`src/rtl/en_burst_monitor_if.sv`:
```
// Result bus of the enable-burst monitor: one record per burst/gap pair with a valid/ack handshake.
// The monitor drives the record through the master modport; the consumer acks through the slave modport.
interface en_burst_monitor_if #(
  parameter int LEN_W = 4,
  parameter int CNT_W = 8
);
  logic             res_valid;
  logic             res_ack;
  logic [LEN_W-1:0] res_len;
  logic [LEN_W-1:0] res_gap;
  logic             len_err;
  logic             gap_err;
  logic             overrun;
  logic [CNT_W-1:0] rec_cnt;

  modport master (
    input  res_ack,
    output res_valid, res_len, res_gap, len_err, gap_err, overrun, rec_cnt
  );

  modport slave (
    output res_ack,
    input  res_valid, res_len, res_gap, len_err, gap_err, overrun, rec_cnt
  );
endinterface

```
`src/rtl/en_burst_monitor.sv`:
```
// Measures each en_in high burst and the gap after it, publishing one flagged record per pair.
// Define GAP_CHECK_EN to compare the gap against EXP_GAP; otherwise gap_err is tied low.
module en_burst_monitor #(
  parameter int LEN_W   = 4,
  parameter int EXP_LEN = 9,
  parameter int EXP_GAP = 2,
  parameter int CNT_W   = 8
) (
  input  logic                 clk,
  input  logic                 rst_n,
  input  logic                 en_in,
  en_burst_monitor_if.master   res
);

  localparam logic [LEN_W-1:0] LEN_MAX = '1;

  typedef enum logic [1:0] {S_SYNC, S_WAIT, S_HIGH, S_LOW} state_t;

  state_t           state_q,   state_d;
  logic [LEN_W-1:0] len_cnt_q, len_cnt_d;
  logic [LEN_W-1:0] gap_cnt_q, gap_cnt_d;
  logic             valid_q,   valid_d;
  logic [LEN_W-1:0] res_len_q, res_len_d;
  logic [LEN_W-1:0] res_gap_q, res_gap_d;
  logic             len_err_q, len_err_d;
  logic             overrun_q, overrun_d;
  logic [CNT_W-1:0] rec_cnt_q, rec_cnt_d;
  logic             publish;

  // A record is only published on the rising edge that ends a complete gap.
  always_comb begin
    state_d   = state_q;
    len_cnt_d = len_cnt_q;
    gap_cnt_d = gap_cnt_q;
    publish   = 1'b0;
    unique case (state_q)
      S_SYNC: begin
        if (!en_in) state_d = S_WAIT;
      end
      S_WAIT: begin
        if (en_in) begin
          state_d   = S_HIGH;
          len_cnt_d = LEN_W'(1);
        end
      end
      S_HIGH: begin
        if (en_in) begin
          if (len_cnt_q != LEN_MAX) len_cnt_d = len_cnt_q + 1'b1;
        end else begin
          state_d   = S_LOW;
          gap_cnt_d = LEN_W'(1);
        end
      end
      S_LOW: begin
        if (!en_in) begin
          if (gap_cnt_q != LEN_MAX) gap_cnt_d = gap_cnt_q + 1'b1;
        end else begin
          publish   = 1'b1;
          state_d   = S_HIGH;
          len_cnt_d = LEN_W'(1);
        end
      end
      default: state_d = S_SYNC;
    endcase
  end

  // Overrun is set when an unacked record is replaced, and cleared only by an ack.
  always_comb begin
    valid_d   = valid_q;
    res_len_d = res_len_q;
    res_gap_d = res_gap_q;
    len_err_d = len_err_q;
    overrun_d = overrun_q;
    rec_cnt_d = rec_cnt_q;
    if (publish) begin
      valid_d   = 1'b1;
      res_len_d = len_cnt_q;
      res_gap_d = gap_cnt_q;
      len_err_d = (len_cnt_q != LEN_W'(EXP_LEN));
      rec_cnt_d = rec_cnt_q + 1'b1;
      if (valid_q) overrun_d = !res.res_ack;
    end else if (valid_q && res.res_ack) begin
      valid_d   = 1'b0;
      overrun_d = 1'b0;
    end
  end

  always_ff @(posedge clk or negedge rst_n) begin
    if (!rst_n) begin
      state_q   <= S_SYNC;
      len_cnt_q <= '0;
      gap_cnt_q <= '0;
      valid_q   <= 1'b0;
      res_len_q <= '0;
      res_gap_q <= '0;
      len_err_q <= 1'b0;
      overrun_q <= 1'b0;
      rec_cnt_q <= '0;
    end else begin
      state_q   <= state_d;
      len_cnt_q <= len_cnt_d;
      gap_cnt_q <= gap_cnt_d;
      valid_q   <= valid_d;
      res_len_q <= res_len_d;
      res_gap_q <= res_gap_d;
      len_err_q <= len_err_d;
      overrun_q <= overrun_d;
      rec_cnt_q <= rec_cnt_d;
    end
  end

`ifdef GAP_CHECK_EN
  logic gap_err_q, gap_err_d;

  always_comb begin
    gap_err_d = gap_err_q;
    if (publish) gap_err_d = (gap_cnt_q != LEN_W'(EXP_GAP));
  end

  always_ff @(posedge clk or negedge rst_n) begin
    if (!rst_n) gap_err_q <= 1'b0;
    else        gap_err_q <= gap_err_d;
  end

  assign res.gap_err = gap_err_q;
`else
  assign res.gap_err = 1'b0;
`endif

  assign res.res_valid = valid_q;
  assign res.res_len   = res_len_q;
  assign res.res_gap   = res_gap_q;
  assign res.len_err   = len_err_q;
  assign res.overrun   = overrun_q;
  assign res.rec_cnt   = rec_cnt_q;

endmodule

```
`src/flat_wrapper.sv`:
```
// flat-port wrapper written by rule: the top's interface ports become plain ports
module en_burst_monitor_flat 
#(
  parameter int LEN_W   = 4,
  parameter int EXP_LEN = 9,
  parameter int EXP_GAP = 2,
  parameter int CNT_W   = 8
)
  (clk, rst_n, en_in, res_res_ack, res_res_valid, res_res_len, res_res_gap, res_len_err, res_gap_err, res_overrun, res_rec_cnt);
  en_burst_monitor_if #(.LEN_W(LEN_W), .CNT_W(CNT_W)) res_i ();
  input  logic clk;
  input  logic rst_n;
  input  logic en_in;
  input wire logic [$bits(res_i.res_ack)-1:0] res_res_ack;
  output wire logic [$bits(res_i.res_valid)-1:0] res_res_valid;
  output wire logic [$bits(res_i.res_len)-1:0] res_res_len;
  output wire logic [$bits(res_i.res_gap)-1:0] res_res_gap;
  output wire logic [$bits(res_i.len_err)-1:0] res_len_err;
  output wire logic [$bits(res_i.gap_err)-1:0] res_gap_err;
  output wire logic [$bits(res_i.overrun)-1:0] res_overrun;
  output wire logic [$bits(res_i.rec_cnt)-1:0] res_rec_cnt;
  assign res_i.res_ack = res_res_ack;
  assign res_res_valid = res_i.res_valid;
  assign res_res_len = res_i.res_len;
  assign res_res_gap = res_i.res_gap;
  assign res_len_err = res_i.len_err;
  assign res_gap_err = res_i.gap_err;
  assign res_overrun = res_i.overrun;
  assign res_rec_cnt = res_i.rec_cnt;
  en_burst_monitor #(.LEN_W(LEN_W), .EXP_LEN(EXP_LEN), .EXP_GAP(EXP_GAP), .CNT_W(CNT_W)) u_core (.clk(clk), .rst_n(rst_n), .en_in(en_in), .res(res_i));
endmodule
```
`config.mk`:
```
export PLATFORM = sky130hd
export DESIGN_NAME = en_burst_monitor_flat
export DESIGN_NICKNAME = d
export VERILOG_FILES = /design/src/rtl/en_burst_monitor_if.sv /design/src/rtl/en_burst_monitor.sv /design/src/flat_wrapper.sv
export SDC_FILE = /design/constraint.sdc
export NUM_CORES = 1
export LEC_CHECK = 0
export CAP_MARGIN = 15
export CORE_MARGIN = 5
export CORE_UTILIZATION = 53
export CTS_BUF_LIST = sky130_fd_sc_hd__clkbuf_8
export CTS_CLUSTER_DIAMETER = 60
export CTS_CLUSTER_SIZE = 28
export DETAILED_ROUTE_END_ITERATION = 10
export MAX_ROUTING_LAYER = met4
export PLACE_DENSITY = 0.92
export SYNTH_ARGS = -nofsm -noshare
export SYNTH_HDL_FRONTEND = slang
export SYNTH_SLANG_ARGS = --single-unit
```
`constraint.sdc`:
```
create_clock -name clk -period 1.5 [get_ports clk]
set_input_delay 0.3 -clock clk [delete_from_list [all_inputs] [get_ports clk]]
set_output_delay 0.3 -clock clk [all_outputs]
set_load 0.02 [all_outputs]
```
==> metrics.md <==
| Metric | Value |
|---|---|
| Area growth syn-to-layout | `28.5%` |
| Max VDD drop | `1.15 mV` |
| Antenna violations before repair | `0` |
| Leakage power | `0.859 nW` |
| Pwr Total | `2.75 mW` |
| Hold buffers post-CTS | `0` |
| Netlist Area Pre-Place | `about 0.0013 mm2` |
| Post-route DRC violation count | `0` |
| Max Buffers Root-to-Sink | `2` |
| Seq/Total Area, Yosys | `54.7%` |
| Num CTS Buffers | `5` |
| Cell variety after synth | `35` |
| Clock root cell | `clkbuf_8` |
| Die Y | `around 60 um` |
| Synth Area in Compound Gates | `10.8%` |
| Mean post-synth cell area | `approximately 10 um2` |
| Synth area leader | `dfrtp_1` |
| Element type at the critical path start | `primary input` |
| Top-count cell post-synth | `nand2_1` |
| CP Max Fanout | `5` |
| CTS tree | `done` |
| Gr usage total | `a little under a fifth` |
| Syn Nets | `135` |
| Initial Util | `54.6%` |
| First-pass GRT wire length | `4730 um` |
| Number of port buffers | `22` |
| Synth top area share | `54.7%` |
| Cell area power density | `1610 mW/mm2` |
| CTS sink cnt | `29` |
| Reg power frac | `42.9%` |
| Critical path endpoint category | `register` |
| Synth Area in XOR/XNOR | `4.62%` |
| Slew Limit Fails | `0` |
| Leading post-synthesis cells by cell area | `dfrtp_1 55%, nand2_1 8.5%, ha_1 3.8%` |
| NetSw | `0.927 mW` |
| Top FF cell, synth | `dfrtp_1` |
| Worst hold slack | `0.397 ns` |
| Clock share of power | `just under 30%` |
| DR vias/cell | `5.46` |
| Drt wl/cell | `14.3 um` |
| Minimum clock period | `1.42 ns` |
| Routed Antenna Nets | `0` |
| Largest family of logic cells by synthesized area | `simple AND/OR/NAND/NOR gates` |
| Post-synthesis adder-cell area fraction | `3.77%` |
| Fillcell total | `204` |
| Post-DP HPWL | `between 2000 and 2500 um` |
| Status | `completed` |
| Switching Share | `33.7%` |
| Number of global-route vias before repair | `approximately 1000` |
| Number of synthesized flops with an enable pin | `0` |
| Grt total ovfl | `0` |
| Pre-antenna DRT Iters | `4` |
| Nets | `167` |
| Skew-Pair Late Insertion Delay | `0.28 ns` |
| Post-synth top cells | `30 x nand2_1, 29 x dfrtp_1, 7 x a21oi_1` |
| Io pins | `24` |
| Cells after Synth | `approximately 130` |
| Kind of critical path | `primary input to register` |
| GPL Wtd Cong | `approximately 0.79` |
| Antenna Cells | `0` |
| Final wirelength | `2710 um` |
| Worst path arrival time | `1.58 ns` |
| Worst r2r src | `u_core.state_q[1]$_DFFE_PN0P_` |
| RR Endpoint | `u_core.res.rec_cnt[4]$_DFFE_PN0P_` |
| Setup Viol. Count Final | `0` |
| Clock slew at reported path FFs | `~0.06 ns` |
| Post-CTS sizing | `19` |
| H-tree levels | `2` |
| Die area | `roughly 0.0036 mm2` |
| Mux cell area share after synthesis | `2.45%` |
| Worst hold path type | `primary input to asynchronous set/reset pin` |
| Vias post-DR | `1038` |
| Peak Freq | `704 MHz` |
| Final Cycle Share | `94.8%` |
| Share of layout cells above drive strength 1 | `13.1%` |
| Drt initial violations | `56` |
| Max-cap viol count | `0` |
| Clk_skew | `roughly 0.0042 ns` |
| Simple-Gate Fraction of Synth Area | `between 10% and 20%` |
| Endpoints failing hold | `0` |
| Die width | `60.0 um` |
| Rows | `18` |
| Reg2Reg Depth | `3` |
| Combinational share of power | `between 20% and 30%` |
| Core Area | `0.00243 mm2` |
| RSZ-0062 raised after global routing | `false` |
| CP required | `1.66 ns` |
| Reg2Reg Setup Slack | `0.10 ns` |
| Yosys Warn Count | `0` |
| Postcts setup bufs | `0` |
| P_int | `1.83 mW` |
| Largest net degree at the start of global routing | `30` |
| Fraction of registers with async set/reset | `100%` |
| Synth Register Bits | `29` |
placed cells by master, fill, tap and decap left out, drive strengths merged, types with 3 or more instances in the layout:
cell,n
clkdlybuf4s50,3
buf,9
a21oi,7
dlygate4sd2,19
nand3,5
o21ai,7
nor3b,3
xnor2,4
nand2,30
dfrtp,29
nand4,3
ha,4
xor2,3
clkbuf,6
inv,6
registers in the layout, indices dropped and copies added (netlist names):
| register | flops |
|---|---|
| u_core.len_cnt_q | 4 |
| u_core.gap_cnt_q | 4 |
| u_core.res.overrun | 1 |
| u_core.res.res_len | 4 |
| u_core.res.rec_cnt | 8 |
| u_core.res.res_valid | 1 |
| u_core.res.len_err | 1 |
| u_core.state_q | 2 |
| u_core.res.res_gap | 4 |
worst max-delay path by stage:
| stage | from | to | cells after the start |
|---|---|---|---|
| detailed placement | en_in | u_core.res.rec_cnt[4]$_DFFE_PN0P_ | 4 |
| global route | u_core.gap_cnt_q[0]$_DFFE_PN0P_ | u_core.gap_cnt_q[0]$_DFFE_PN0P_ | 4 |
| CTS | u_core.res.rec_cnt[2]$_DFFE_PN0P_ | res_rec_cnt[2] | 1 |
| floorplan | u_core.gap_cnt_q[0]$_DFFE_PN0P_ | u_core.gap_cnt_q[0]$_DFFE_PN0P_ | 4 |
| finish | en_in | u_core.res.rec_cnt[4]$_DFFE_PN0P_ | 4 |
| global placement | en_in | u_core.res.rec_cnt[3]$_DFFE_PN0P_ | 4 |
power groups by stage:
stage,Clock [mW],Combinational [mW],Sequential [mW]
after floorplan,0,0.308,1.31
after global placement,0,0.819,1.17
after detailed placement,0,0.853,1.19
after CTS,0.841,0.765,1.18
after global routing,0.872,0.833,1.21
final,0.819,0.753,1.18
cell type report:
class / count / area (um2) / share of cell area (%)
multi-input combinational: 87 / 543 / 31.8
sequential: 29 / 726 / 42.6
clock buffer: 6 / 82.6 / 4.84
tap: 30 / 37.5 / 2.20
inverter: 5 / 18.8 / 1.10
timing repair buffer: 31 / 264 / 15.5
clock inverter: 2 / 33.8 / 1.98
cells by family after synthesis:
kind of cell / after synthesis
other: 1
AO/OA/AOI/OAI: 23
AND/OR/NAND/NOR: 49
multiplexers: 3
buffers and inverters: 11
flip-flops: 29
XOR/XNOR: 7
adder cells (fa/ha/maj): 4
metrics by stage:
stage / instance area [um2] / worst slack, ns / setup TNS, ns / utilization (%) / instances
global placement: 1610 / -0.0747 / -0.418 / 66.3 / 182
finish: 1710 / 0.0787 / 0 / 70.1 / 190
floorplan: 1330 / 0.204 / 0 / - / 127
global route: 1710 / 0.0257 / 0 / 70.1 / 190
detailed placement: 1610 / -0.188 / -1.42 / 66.3 / 182
CTS: 1710 / 0.0957 / 0 / 70.1 / 190
per-layer routing:
layer | wire length (um) | vias to the layer above | share of wire [%] | global-route usage, %
li1 | - | 500 | - | -
met3 | 160 | 4 | 5.9 | 6.70
met4 | 40 | 0 | 1.5 | 8.86
met2 | 1360 | 24 | 50 | 30.2
met5 | 0 | - | 0 | -
met1 | 1150 | 510 | 42 | 20.3
critical path, cell delays in order:
cell	delay (ns)
clkdlybuf4s50_1	0.59
and3_1	0.34
nand4_1	0.19
xnor2_1	0.17
(Power assumes the default switching activity.)
